File: src/rtl/mux_pkg.sv
// Shared constants for the two-input arbitrated mux: source encodings and
// the default payload width.
package mux_pkg;

    localparam int DEFAULT_WIDTH = 8;

    localparam logic SRC_A = 1'b0;
    localparam logic SRC_B = 1'b1;

    // Round-robin pick for two requesters: a lone request wins, contention
    // goes to the source that did not win last, idle keeps the last grant.
    function automatic logic rr_pick(input logic [1:0] req, input logic last_grant);
        logic pick;
        pick = last_grant;
        case (req)
            2'b01:   pick = SRC_A;
            2'b10:   pick = SRC_B;
            2'b11:   pick = ~last_grant;
            default: pick = last_grant;
        endcase
        return pick;
    endfunction

endpackage

File: src/rtl/mux2.sv
// Bitwise 2:1 multiplexer cell; sel=0 passes d0, sel=1 passes d1.
module mux2 #(
    parameter int WIDTH = 8
) (
    input  logic             sel,
    input  logic [WIDTH-1:0] d0,
    input  logic [WIDTH-1:0] d1,
    output logic [WIDTH-1:0] y
);

    generate
        for (genvar gi = 0; gi < WIDTH; gi++) begin : g_bit
            assign y[gi] = sel ? d1[gi] : d0[gi];
        end
    endgenerate

endmodule

File: src/rtl/rr_arb2.sv
// Two-way round-robin arbiter: req[0] is channel A, req[1] is channel B.
module rr_arb2
    import mux_pkg::*;
(
    input  logic [1:0] req,
    input  logic       last_grant,
    output logic       grant
);

    always_comb begin
        grant = rr_pick(req, last_grant);
    end

endmodule

File: src/rtl/arb_mux2.sv
// Two-channel round-robin arbiter feeding a single registered output slot;
// sustains one word per cycle when the consumer drains while a new word loads.
module arb_mux2
    import mux_pkg::*;
#(
    parameter int WIDTH = DEFAULT_WIDTH
) (
    input  logic             clk,
    input  logic             rst,
    input  logic             a_valid,
    input  logic [WIDTH-1:0] a_data,
    output logic             a_ready,
    input  logic             b_valid,
    input  logic [WIDTH-1:0] b_data,
    output logic             b_ready,
    output logic             out_valid,
    output logic [WIDTH-1:0] out_data,
    output logic             out_src,
    input  logic             out_ready,
    output logic             sel
);

    logic             last_grant_reg;
    logic             out_valid_reg;
    logic [WIDTH-1:0] out_data_reg;
    logic             out_src_reg;

    logic             load_en;
    logic             grant;
    logic             take;
    logic [WIDTH-1:0] mux_data;

    // The output slot can accept a word when empty or being drained this cycle.
    assign load_en = !out_valid_reg || out_ready;

    rr_arb2 u_arb (
        .req        ({b_valid, a_valid}),
        .last_grant (last_grant_reg),
        .grant      (grant)
    );

    assign sel = grant;

    // Readies are masked during reset so nothing is handshaken while the slot clears.
    assign a_ready = !rst && load_en && (grant == SRC_A) && a_valid;
    assign b_ready = !rst && load_en && (grant == SRC_B) && b_valid;
    assign take    = a_ready || b_ready;

    mux2 #(
        .WIDTH (WIDTH)
    ) u_mux (
        .sel (sel),
        .d0  (a_data),
        .d1  (b_data),
        .y   (mux_data)
    );

    always_ff @(posedge clk) begin
        if (rst) begin
            out_valid_reg  <= 1'b0;
            out_data_reg   <= '0;
            out_src_reg    <= SRC_A;
            last_grant_reg <= SRC_B;
        end else if (take) begin
            out_valid_reg  <= 1'b1;
            out_data_reg   <= mux_data;
            out_src_reg    <= grant;
            last_grant_reg <= grant;
        end else if (out_ready) begin
            out_valid_reg  <= 1'b0;
        end
    end

    assign out_valid = out_valid_reg;
    assign out_data  = out_data_reg;
    assign out_src   = out_src_reg;

endmodule

File: config.mk
export PLATFORM = sky130hd
export DESIGN_NAME = arb_mux2
export DESIGN_NICKNAME = d
export VERILOG_FILES = /design/src/rtl/mux_pkg.sv /design/src/rtl/mux2.sv /design/src/rtl/rr_arb2.sv /design/src/rtl/arb_mux2.sv
export SDC_FILE = /design/constraint.sdc
export NUM_CORES = 1
export LEC_CHECK = 0
export CORE_UTILIZATION = 36
export DETAILED_ROUTE_END_ITERATION = 10
export GPL_TIMING_DRIVEN = 0
export PLACE_DENSITY = 0.77
export SYNTH_ARGS = -nofsm -noshare
export SYNTH_HDL_FRONTEND = slang
export SYNTH_SLANG_ARGS = --single-unit
File: constraint.sdc
create_clock -name clk -period 1.36 [get_ports clk]
set_input_delay 0.272 -clock clk [delete_from_list [all_inputs] [get_ports clk]]
set_output_delay 0.272 -clock clk [all_outputs]
set_load 0.02 [all_outputs]
==> flow_summary.yaml <==
clock_network:
  cts_tree: "yes"
  cts-root-buf: "clkbuf_4"
  clk_latency_ns: 0.28
  htree_levels: 1
  cts_buffer_depth: 2
  cts_made_buffers: 3
  postCtsHoldBufs: 0
  cts.sinks: 11
  clkSlewWorstSetupHoldPaths_ns: 0.08
drt:
  detail-route-antenna-nets: 0
  via_per_inst: 5.96
  post_drt_wl_per_cell_um: 16.4
  drt_iter0_drc: 26
  drcViolationCount: 0
  vias: 757
  dr.pass1.iters: 4
  wl_um: 2090
status:
  outcome: "finished with violations"
  violations: "negative setup slack"
die:
  fp.dieW_um: 42.2
  io_pins: 34
  die_h_um: 42.2
  coreArea_sq_um: 1510
  start_util: 0.386
  dieArea_sq_um: 1780
  rows: 14
timing:
  worst_pin_slew_ns: 0.397
  fmax_ghz: 0.672
  drv_slew: 0
  relSlewSlack: 0.735
  clock_skew_ns: 0.00592
  min_period_ns: 1.49
  setup_viol: 5
  final-hold-violation-count: 0
  fin_crit_sh: 1.09
  fin_ws_ns: -0.128
  fin_hold_ws_ns: 0.496
  rsz0062_at_grt: "yes"
pwr:
  finalPower_mw: 0.918
  power.density_nw_per_um2: 882
  irDropWorstVdd_uv: 677
  p_leak_nw: 0.451
final_layout:
  fin_nets: 133
  area_growth_pct: 78.9
  antennaDiodeCount: 0
  fillers: 125
  final_cell_mix: "clkdlybuf4s50_1 (16), dlygate4sd2_1 (14), dfxtp_1 (10)"
  layout_commonest_cell: "clkdlybuf4s50_1"
  drive_above_1_share: 0.279
  fin_area_sq_um: 1040
  largest_reg_flops: 8
global_route:
  met2_usage: 0.388
  grt_pass1_vias: 715
  met1_usage: 0.311
  use_met3: 0.0690
  grt_overflow: 0
  top_usage_layer: "met2"
  grt_pass1_wl_um: 3280
  grt_max_degree: 11
  antenna_found_initial: 0
  track_usage: 0.247
logic_synthesis:
  ys_types: 23
  synth_cells: 69
  netlist_area_sq_um: 582
  avgSynthCellArea_sq_um: 8.43
  seq_area_frac_synth: 0.378
  syn_nets: 90
  synth-seq-cells: 11
  synth.yosys.warnings: 0
worst_setup_path:
  rrSetupSlack_ns: -0.01
  cp.arrival_ns: 1.22
  crit_start: "last_grant_reg"
  max_stage_delay_ns: 0.36
  cp.depth: 5
  path_buf_inv: 2
  worstPathMaxFanout: 5
  path_delay_family: "flip-flops"
  reg2reg_from: "last_grant_reg"
  critPathRequiredTime_ns: 1.09
  r2r_end: "out_data[5]"
  slowest_stage: "dfxtp_2"
  endpoint_kind: "primary output"
  crit_path_cell_trace: "nand2b_4, buf_6, nand2_2, nor3_2, buf_4"
  crit_type: "register to primary output"
  startpoint_type: "register"
  rr_worst_depth: 5
placement:
  placed_area_sq_um: 937
  place_ws_ns: -0.834
  place_congestion: 0.749
  hpwlAfterDp_um: 1240
  portBuffers: 33
worst_hold_path:
  min_to: "last_grant_reg"
  hp-start: "rst"
  hp-class: "input port to register"
  hold_depth: 2
job:
  cap_violations: 0
cells in the mapped netlist:
master / number / share of area
a211o_1: 1 / 0.015
a21oi_1: 1 / 0.0086
a311oi_1: 8 / 0.12
a31oi_1: 8 / 0.086
and2b_1: 2 / 0.026
and4_1: 1 / 0.015
buf_2: 2 / 0.017
buf_4: 3 / 0.039
clkbuf_1: 1 / 0.0064
dfxtp_1: 11 / 0.38
inv_2: 1 / 0.0064
nand2_1: 3 / 0.019
nand2b_1: 2 / 0.022
nand3_1: 9 / 0.077
nor2_1: 1 / 0.0064
nor2b_1: 1 / 0.011
nor3_1: 1 / 0.0086
nor3_2: 1 / 0.017
o21a_1: 1 / 0.013
o21ai_0: 8 / 0.069
o31a_1: 1 / 0.015
or2_1: 1 / 0.011
or2b_1: 1 / 0.013
through the flow:
stage                     instances   util  TNS, ns
after CTS                       125  0.664   -0.260
final                           127  0.691   -0.166
after detailed placement        118  0.622    -5.90
after global placement          118  0.622    -5.39
after global routing            127  0.691   -0.715
after floorplan                  69      -        0
power by group:
| part | switching [mW] | leakage (nW) | total [mW] | internal, mW |
|---|---|---|---|---|
| Sequential | 0.0146 | 0.0908 | 0.364 | 0.349 |
| Clock | 0.127 | 0.0150 | 0.241 | 0.114 |
| Combinational | 0.154 | 0.345 | 0.314 | 0.159 |
kinds of logic after synthesis:
group / share of synthesized area
buffers and inverters: 0.0688
and+or+nand+nor: 0.226
DFF: 0.378
AOI/OAI and AO/OA: 0.327
cell type report:
| cell class | count | area (sq um) | area share |
|---|---|---|---|
| multi-input cells | 51 | 368 | 0.353 |
| flip-flops and latches | 11 | 221 | 0.213 |
| well taps | 16 | 20.0 | 0.0192 |
| repair buffers | 39 | 359 | 0.345 |
| clock buffers | 4 | 26.3 | 0.0252 |
| inverters | 1 | 3.75 | 0.00361 |
| plain buffers | 5 | 42.5 | 0.0409 |
metal layers:
| layer | vias to the layer above | routed length (um) |
|---|---|---|
| li1 | 359 | - |
| met1 | 361 | 914 |
| met2 | 33 | 1010 |
| met3 | 4 | 133 |
| met4 | 0 | 29 |
| met5 | - | 0 |
what timing repair did:
action                     4_1_cts  5_1_grt
pin swaps                        1        3
gates resized for setup         41        8
gates cloned                     0        1
setup endpoints to repair       21       11
setup buffers                    4        1
worst max path at each step:
stage                   end  slack, ns
detailed placement  a_ready      -0.83
global route        a_ready      -0.18
floorplan           a_ready       0.15
CTS                 a_ready      -0.12
global placement    a_ready      -0.83
finish              a_ready      -0.13
Power figures use the tool's default switching activity.
